--- src/rtl/hyperbus_pkg.sv ---
// rtl/hyperbus_pkg.sv - shared types and constants for the HyperBus target
package hyperbus_pkg;

  typedef enum logic [2:0] {
    ST_IDLE,
    ST_CA,
    ST_LATENCY,
    ST_READ,
    ST_WRITE
  } state_t;

  localparam int CA_RW    = 47;
  localparam int CA_AS    = 46;
  localparam int CA_BURST = 45;

  localparam logic [31:0] REG_ID0 = 32'h0000_0000;
  localparam logic [31:0] REG_ID1 = 32'h0000_0001;
  localparam logic [31:0] REG_CR0 = 32'h0000_0800;

  localparam logic [1:0] RWDS_LAT2X = 2'b11;
  localparam logic [1:0] RWDS_LAT1X = 2'b00;
  localparam logic [1:0] RWDS_READ  = 2'b10;

  localparam logic [15:0] CR0_RESET_DEFAULT = 16'h8F1F;

endpackage

--- src/rtl/hyperbus_target_regs.sv ---
// rtl/hyperbus_target_regs.sv - ID0/ID1/CR0 register file and read mux
module hyperbus_target_regs
  import hyperbus_pkg::*;
#(
  parameter int          WIDTH       = 8,
  parameter int          ADDR_LENGTH = 32,
  parameter logic [15:0] ID0_VALUE   = 16'h0C81,
  parameter logic [15:0] CR0_RESET   = CR0_RESET_DEFAULT
) (
  input  logic                   clk,
  input  logic                   rst,
  input  logic [ADDR_LENGTH-1:0] adr,
  input  logic                   we,
  input  logic [2*WIDTH-1:0]     wdat,
  output logic [2*WIDTH-1:0]     rdata
);

  logic [2*WIDTH-1:0] cr0;

  always_ff @(posedge clk or posedge rst) begin
    if (rst) begin
      cr0 <= (2*WIDTH)'(CR0_RESET);
    end else if (we && adr == ADDR_LENGTH'(REG_CR0)) begin
      cr0 <= wdat;
    end
  end

  always_comb begin
    rdata = '0;
    if (adr == ADDR_LENGTH'(REG_ID0)) begin
      rdata = (2*WIDTH)'(ID0_VALUE);
    end else if (adr == ADDR_LENGTH'(REG_ID1)) begin
      rdata = '0;
    end else if (adr == ADDR_LENGTH'(REG_CR0)) begin
      rdata = cr0;
    end
  end

endmodule

--- src/rtl/hyperbus_target.sv ---
// rtl/hyperbus_target.sv - HyperBus target bridging bursts onto a synchronous SRAM port
// Register space (ID0/ID1/CR0, zero-latency CR0 write) enabled by HBUS_TARGET_REG_SPACE_EN.
module hyperbus_target
  import hyperbus_pkg::*;
#(
  parameter int          WIDTH          = 8,
  parameter int          ADDR_LENGTH    = 32,
  parameter int          TACC_COUNT     = 5,
  parameter int          DOUBLE_LATENCY = 1,
  parameter logic [15:0] ID0_VALUE      = 16'h0C81,
  parameter logic [15:0] CR0_RESET      = CR0_RESET_DEFAULT
) (
  input  logic                   clk,
  input  logic                   rst,
  input  logic                   csn_i,
  input  logic [2*WIDTH-1:0]     dq_i,
  input  logic [1:0]             rwds_i,
  output logic [2*WIDTH-1:0]     dq_o,
  output logic                   dq_oe,
  output logic [1:0]             rwds_o,
  output logic                   rwds_oe,
  output logic                   mem_req_o,
  output logic                   mem_we_o,
  output logic [1:0]             mem_be_o,
  output logic [ADDR_LENGTH-1:0] mem_adr_o,
  output logic [2*WIDTH-1:0]     mem_dat_o,
  input  logic [2*WIDTH-1:0]     mem_dat_i
);

  localparam int         LAT      = TACC_COUNT << DOUBLE_LATENCY;
  localparam logic [7:0] LAT_LAST = 8'(LAT - 1);
  localparam logic [7:0] LAT_REQ  = 8'(LAT - 2);
  localparam logic [1:0] RWDS_LAT = (DOUBLE_LATENCY != 0) ? RWDS_LAT2X : RWDS_LAT1X;
`ifdef HBUS_TARGET_REG_SPACE_EN
  localparam bit REG_EN = 1'b1;
`else
  localparam bit REG_EN = 1'b0;
`endif

  state_t                   state_q, state_d;
  logic [7:0]               cnt;
  logic                     is_read, is_reg;
  logic [28:0]              adr_hi;
  logic [ADDR_LENGTH-1:0]   adr_q;
  logic                     wr_vld;
  logic [2*WIDTH-1:0]       wr_dat;
  logic [1:0]               wr_be;
  logic [ADDR_LENGTH-1:0]   wr_adr;
  logic [2*WIDTH-1:0]       reg_rdata;
  logic                     active, rd_issue, reg_out, wr_cap;
  logic [31:0]              ca_adr;

  assign active = !csn_i;
  // Memory reads run two words ahead of the DQ output to cover the SRAM read latency.
  assign rd_issue = active && is_read && !is_reg &&
                    ((state_q == ST_LATENCY && cnt >= LAT_REQ) || state_q == ST_READ);
  assign reg_out  = active && is_reg && state_q == ST_READ;
  assign wr_cap   = active && state_q == ST_WRITE;
  assign ca_adr   = {adr_hi, dq_i[2:0]};

`ifdef HBUS_TARGET_REG_SPACE_EN
  hyperbus_target_regs #(
    .WIDTH      (WIDTH),
    .ADDR_LENGTH(ADDR_LENGTH),
    .ID0_VALUE  (ID0_VALUE),
    .CR0_RESET  (CR0_RESET)
  ) u_regs (
    .clk  (clk),
    .rst  (rst),
    .adr  (adr_q),
    .we   (wr_cap && is_reg),
    .wdat (dq_i),
    .rdata(reg_rdata)
  );
`else
  assign reg_rdata = '0;
`endif

  always_ff @(posedge clk or posedge rst) begin
    if (rst) begin
      state_q <= ST_IDLE;
    end else begin
      state_q <= state_d;
    end
  end

  always_comb begin
    state_d = state_q;
    if (state_q != ST_IDLE && csn_i) begin
      state_d = ST_IDLE;
    end else begin
      case (state_q)
        ST_IDLE:    if (active) state_d = ST_CA;
        ST_CA:      if (cnt == 8'd2) state_d = (REG_EN && is_reg && !is_read) ? ST_WRITE : ST_LATENCY;
        ST_LATENCY: if (cnt == LAT_LAST) state_d = is_read ? ST_READ : ST_WRITE;
        default:    state_d = state_q;
      endcase
    end
  end

  always_ff @(posedge clk or posedge rst) begin
    if (rst) begin
      cnt     <= '0;
      is_read <= 1'b0;
      is_reg  <= 1'b0;
      adr_hi  <= '0;
      adr_q   <= '0;
      wr_vld  <= 1'b0;
      wr_dat  <= '0;
      wr_be   <= '0;
      wr_adr  <= '0;
    end else begin
      wr_vld <= 1'b0;
      if (state_q == ST_IDLE) begin
        cnt <= 8'd1;
        if (active) begin
          is_read        <= dq_i[CA_RW-32];
          is_reg         <= dq_i[CA_AS-32];
          adr_hi[28:16]  <= dq_i[12:0];
        end
      end else begin
        cnt <= (state_q == ST_CA && cnt == 8'd2) ? 8'd0 : cnt + 8'd1;
        if (state_q == ST_CA && cnt == 8'd1) adr_hi[15:0] <= dq_i[15:0];
      end
      if (state_q == ST_CA && cnt == 8'd2) begin
        adr_q <= ADDR_LENGTH'(ca_adr);
      end else if (rd_issue || reg_out || wr_cap) begin
        adr_q <= adr_q + 1'b1;
      end
      if (wr_cap && !is_reg) begin
        wr_vld <= 1'b1;
        wr_dat <= dq_i;
        wr_be  <= ~rwds_i;
        wr_adr <= adr_q;
      end
    end
  end

  // A captured write word is committed even if csn_i rises in the same cycle.
  always_ff @(posedge clk or posedge rst) begin
    if (rst) begin
      dq_o      <= '0;
      dq_oe     <= 1'b0;
      rwds_o    <= '0;
      rwds_oe   <= 1'b0;
      mem_req_o <= 1'b0;
      mem_we_o  <= 1'b0;
      mem_be_o  <= '0;
      mem_adr_o <= '0;
      mem_dat_o <= '0;
    end else begin
      dq_o      <= '0;
      dq_oe     <= 1'b0;
      rwds_o    <= '0;
      rwds_oe   <= 1'b0;
      mem_req_o <= 1'b0;
      mem_we_o  <= 1'b0;
      mem_be_o  <= '0;
      mem_adr_o <= '0;
      mem_dat_o <= '0;
      if (wr_vld) begin
        mem_req_o <= 1'b1;
        mem_we_o  <= 1'b1;
        mem_be_o  <= wr_be;
        mem_adr_o <= wr_adr;
        mem_dat_o <= wr_dat;
      end else if (rd_issue) begin
        mem_req_o <= 1'b1;
        mem_adr_o <= adr_q;
      end
      if (active && (state_q == ST_IDLE || state_q == ST_CA)) begin
        rwds_oe <= 1'b1;
        rwds_o  <= RWDS_LAT;
      end
      if (active && state_q == ST_READ) begin
        dq_oe   <= 1'b1;
        rwds_oe <= 1'b1;
        rwds_o  <= RWDS_READ;
        dq_o    <= is_reg ? reg_rdata : mem_dat_i;
      end
    end
  end

endmodule

--- config.mk ---
export PLATFORM = sky130hd
export DESIGN_NAME = hyperbus_target
export DESIGN_NICKNAME = d
export VERILOG_FILES = /design/src/rtl/hyperbus_pkg.sv /design/src/rtl/hyperbus_target_regs.sv /design/src/rtl/hyperbus_target.sv
export SDC_FILE = /design/constraint.sdc
export NUM_CORES = 1
export LEC_CHECK = 0
export ABC_CLOCK_PERIOD_IN_PS = 6900
export CAP_MARGIN = 10
export CORE_AREA = 2 2 167 169
export CTS_BUF_LIST = sky130_fd_sc_hd__clkbuf_16
export DETAILED_ROUTE_END_ITERATION = 12
export DIE_AREA = 0 0 169 171
export GPL_TIMING_DRIVEN = 0
export PLACE_DENSITY_LB_ADDON = 0.2
export REMOVE_ABC_BUFFERS = 1
export SYNTH_ARGS = -nofsm -noshare
export SYNTH_HDL_FRONTEND = slang
export SYNTH_HIERARCHICAL = 1
export SYNTH_SLANG_ARGS = --single-unit
--- constraint.sdc ---
create_clock -name clk -period 6.9 [get_ports clk]
set_clock_uncertainty 0.15 [all_clocks]
set_input_delay 1.38 -clock clk [delete_from_list [all_inputs] [get_ports clk]]
set_output_delay 1.38 -clock clk [all_outputs]
set_load 0.05 [all_outputs]
==> Yosys cells after proc, flatten, opt, wreduce, memory -nomap -nowiden <==
Cells that the tools add are included.
{ "classes": {"add_sub_neg": 2, "order_cmp": 1, "eq_ne": 10, "mux": 25, "n_bitwise": 3, "reduce_logical": 26} }
{ "op_table": {"columns": ["op", "n"], "rows": [
  ["$mux 32", 4],
  ["$mux 16", 3],
  ["$add 32x1->32 const B", 1],
  ["$mux 8", 2],
  ["$mux 3", 5],
  ["$logic_and 1x1->1", 13],
  ["$pmux 3 s3", 1],
  ["$add 8x1->8 const B", 1],
  ["$eq 8x1->1 const B", 1],
  ["$eq 8x2->1 const B", 1],
  ["$eq 8x4->1 const B", 1],
  ["$ge 8x4->1 const B", 1],
  ["$mux 1", 7],
  ["$eq 3x2->1 const B", 2],
  ["$mux 2", 3],
  ["$ne 3x3->1 const B", 2],
  ["$logic_or 1x1->1", 4],
  ["$reduce_and 2->1", 2],
  ["$reduce_and 4->1", 1],
  ["$reduce_bool 4->1", 1],
  ["$eq 3x1->1 const B", 1],
  ["$eq 3x3->1 const B", 1],
  ["$logic_not 3->1", 1],
  ["$ne 3x1->1 const B", 1],
  ["5 further kinds", 7]
]} }
{ "word_totals": {"register_bits": 197, "input_bits": 37, "out_inout_bits": 72, "elab_cells": 87} }

==> Logic depth before layout (Yosys ltp) <==
Gate-level depths: netlist (run 1).
{ "logic_depth": {"depth_word": 8, "depth_mapped": 9, "depth_no_buf": 7} }

==> Least setup slack after synthesis (run 1) <==
Ideal clock, no wire load.
{ "synth_path": {"path_type": "input to register", "from": "in csn_i", "to": "reg wr_dat[10]", "setup_ns": 0.125, "arrival_time_ns": 2.970, "required_ns": 6.625, "slack_ns": 3.655, "stages": 4, "path_buffers": 2, "cell_sequence": "clkbuf_1 nor4_1 clkbuf_1 mux2_2"} }
{ "synth_between": {"elab_chain_len": 3} }
{ "synth_lines": {"columns": ["element", "line_no", "text"], "rows": [
  ["start, declared", "hyperbus_target.sv:15", "input logic csn_i,"],
  ["$logic_not 1->1", "hyperbus_target.sv:53", "assign active = !csn_i;"],
  ["$logic_and 1x1->1", "hyperbus_target.sv:58", "assign wr_cap = active && state_q == ST_WRITE;"],
  ["$logic_and 1x1->1", "hyperbus_target.sv:130", "if (wr_cap && !is_reg) begin"],
  ["end signal, assigned", "hyperbus_target.sv:132", "wr_dat <= dq_i;"],
  ["end, declared", "hyperbus_target.sv:46", "logic [2*WIDTH-1:0] wr_dat;"]
]} }
No other way between the ends.
A chain may end at the register's enable or synchronous reset.

==> Worst setup path in the final report (run 1) <==
{ "layout_path": {"from": "in csn_i", "to": "reg adr_q[12]"} }
{ "layout_between": {"elab_chain_len": 7, "word_cells_on_any_way": 10, "classes_between": "10 x reduce/logical"} }
{ "layout_lines": {"columns": ["element", "line_no", "text"], "rows": [
  ["$logic_not 1->1 (*)", "hyperbus_target.sv:53", null],
  ["$logic_and 1x1->1 (3 in series)", "hyperbus_target.sv:55", "assign rd_issue = active && is_read && !is_reg &&"],
  ["$logic_or 1x1->1", "hyperbus_target.sv:127", "end else if (rd_issue || reg_out || wr_cap) begin"],
  ["$logic_or 1x1->1 (*)", "hyperbus_target.sv:127", null],
  ["$reduce_bool 2->1 (no line) (*)", null, null],
  ["end signal, assigned", "hyperbus_target.sv:126", "adr_q <= ADDR_LENGTH'(ca_adr);"],
  ["end signal, assigned", "hyperbus_target.sv:128", "adr_q <= adr_q + 1'b1;"],
  ["end, declared", "hyperbus_target.sv:44", "logic [ADDR_LENGTH-1:0] adr_q;"]
]} }
Every way passes the cells marked *; elsewhere a longest branch is shown, timed or not.

==> results of run 1 <==
-- area by class of cell --
class | count | area share, %
clock inverters | 15 | 1.76
multi-input cells | 381 | 28.6
flip-flops and latches | 196 | 48.3
repair buffers | 122 | 12.1
clock buffers | 17 | 4.19
inverters | 19 | 0.776
well taps | 346 | 4.26
-- power by group --
part	leakage [uW]	switching [uW]	total [uW]	internal [uW]
clock	0.000299	454	1030	575
combinational	0.00156	378	765	387
sequential	0.00258	282	1720	1440
total	0.00444	1110	3510	2400
-- worst max-delay path, stage by stage --
cell             delay, ns
clkdlybuf4s50_1       0.70
inv_1                 0.18
o21ai_1               0.51
and2_1                1.04
o21ai_0               0.23
a221o_1               0.33
-- Yosys cell counts, types with 3 or more instances --
library cell and instances:
nor4_2 3, and3_1 5, nand3_1 14, a22o_1 32
a221o_1 14, nor3b_1 4, a22oi_1 4, inv_1 19
o311ai_1 4, xor2_1 5, buf_2 8, clkbuf_1 28
nor3_1 11, or3_1 3, nand2_1 32, o21ai_1 7
ha_1 5, o21ai_0 14, nor4_1 7, o211ai_1 3
nand4_1 12, nand2b_1 4, dfrtp_1 196, nor2_1 25
a21oi_1 15, mux2_2 79, a21o_1 10, and2_1 36
o31a_1 4
-- metrics by stage --
step                hold slack, ns  power (uW)  instance area (um2)
CTS                          0.332        3550                10200
detailed placement           0.316        2510                 9560
global route                 0.346        3720                10200
floorplan                    0.299        2220                 7870
global placement             0.308        2450                 9380
finish                       0.330        3510                10200
-- worst paths after layout --
kind	start	endpoint	slack (ns)	depth (start not counted)
hold / removal	wr_dat[13]	mem_dat_o[13]	0.33	1
setup reg to reg	cnt[6]	adr_q[12]	3.07	5
hold reg to reg	wr_dat[13]	mem_dat_o[13]	0.33	1
min in group asynchronous	rst	dq_o[4]	1.35	2
max in group asynchronous	rst	adr_q[3]	4.35	3
setup / recovery	csn_i	adr_q[12]	2.67	6
-- per-layer routing --
layer / vias up / global-route usage (%) / routed length (um)
li1: 2494 / - / -
met1: 2761 / 18.0 / 8630
met2: 170 / 22.4 / 9080
met3: 15 / 3.17 / 968
met4: 0 / 3.34 / 183
met5: - / 0 / 0
-- logic make-up (layout without fill, tap and decap cells) --
group | after synthesis | after routing | share of synthesized area (%)
compound gates | 121 | 121 | 11.5
xor+xnor | 6 | 6 | 0.655
fa+ha+maj | 5 | 5 | 0.780
buf+inv | 57 | 173 | 2.88
flops | 196 | 196 | 61.1
mux | 80 | 80 | 11.2
simple gates | 169 | 169 | 11.8
==> metrics.txt, run 1 <==
outcome=finished, final reports clean; Placed Instances=1064; Final nets=779; wire length of the first global-routing pass=30.7 mm; I/O Pins=109; Tcrit/Tclk final=61.3%; FMAX=237 MHz; register area share after synthesis=61.1%; Vias=5440; max cap viols=0; top cells by area, synth=dfrtp_1 61%, mux2_2 11%, a22o_1 3.5%; worst-case clock buffer depth=2; cts repair resizes=0; commonest non-fill, non-tap cells in the layout=195 x dfrtp_1, 108 x clkdlybuf4s50_1, 79 x mux2_2; Worst-path clk slew=0.08 ns; most common cell after layout, fill and taps aside=dfrtp_1; first-iteration detailed-routing DRC count=335; Sequential Area=4910 um2; Lkg Pwr=0.00444 uW; Synth Register Bits=196; ys async rst share=100%; CTS Hold Bufs=0; setup TNS=0 ns; Initial Utilization=29.4%; mean routed wirelength per cell=17.2 um; Crit path required time=7.07 ns; biggest regs=adr_q x32, mem_adr_o x32, wr_adr x32; area added between synthesis and finish=26.6%; PwrDens=346 nW/um2; vias in the first global route=5681; warnings from Yosys=6; Gate Count Post-Synth=634; Most used DFF post-synth=dfrtp_1; Detailed Route WL=18.9 mm; critical-path maximum fanout=31; Skew-Pair Late Insertion Delay=0.43 ns; initial antenna violation count=0; Worst Slack Setup Final=2.67 ns; Setup Buffers After CTS=0; final setup vio count=0; die footprint=28900 um2; Tightest Hold Check Type=reg -> reg; VDD IR max=192 uV; Ant. Diodes=0; first drt pass iteration count=6; CP Capture Type=flip-flop; Congestion Overflow GR=0; EDFF count, synth=0; input/output buffers=108; GPL Wtd Cong=0.840; slew margin rel.=20.2%; Fin. Hold Viols=0; WS Path Type=in -> reg; CP arrival=4.40 ns; worst-margin pin slew=1.20 ns; Core ar.=27300 um2; area of the multi-input gates=2910 um2; root buffer cell=clkbuf_16; minimum clock period=4.23 ns; share of layout cells above drive strength 1=18.4%; number of placement rows=61; post-synth top area cell=dfrtp_1; CTS buffer count=17; Non-Filler Instances=1096; RSZ-0062 raised after global routing=false; largest net degree at the start of global routing=115; Slew Limit Fails=0; DP Wirelength=12.5 mm; CP Launch Type=primary input; All-Layer GR Usage=13.5%; Synth cell types=54; Synth Area per Inst=12.7 um2; residual DRC count=0; Fillers=2639; TritonCTS clock tree=yes; vias per cell=4.96; Finished Core Util=37.2%; Clock Sinks=196; Mapped Area=8030 um2; Synth top area share=61.1%; Placement Setup Slack=2.25 ns; Post-DRT Antenna Nets=0; overall die height=171 um; Chip Width=169 um; CTS H-tree depth=4
(Power assumes the default switching activity.)
==> inputs of run 2 (changes only) <==
ABC_CLOCK_PERIOD_IN_PS = 4200   (was 6900)
clock period = 4.2 ns   (was 6.9 ns; I/O delays follow)
==> results of run 2 <==
The final DEF is identical to that of run 1. Status: finished, final reports clean.
Main changes from that run: setup slack after placement 2.25 ns -> 0.0941 ns; setup slack after layout 2.67 ns -> 0.369 ns; start point of the critical path csn_i -> cnt[6]; register-to-register setup slack 3.07 ns -> 0.37 ns; total power 3510 uW -> 5770 uW; worst IR drop on VDD 192 uV -> 316 uV
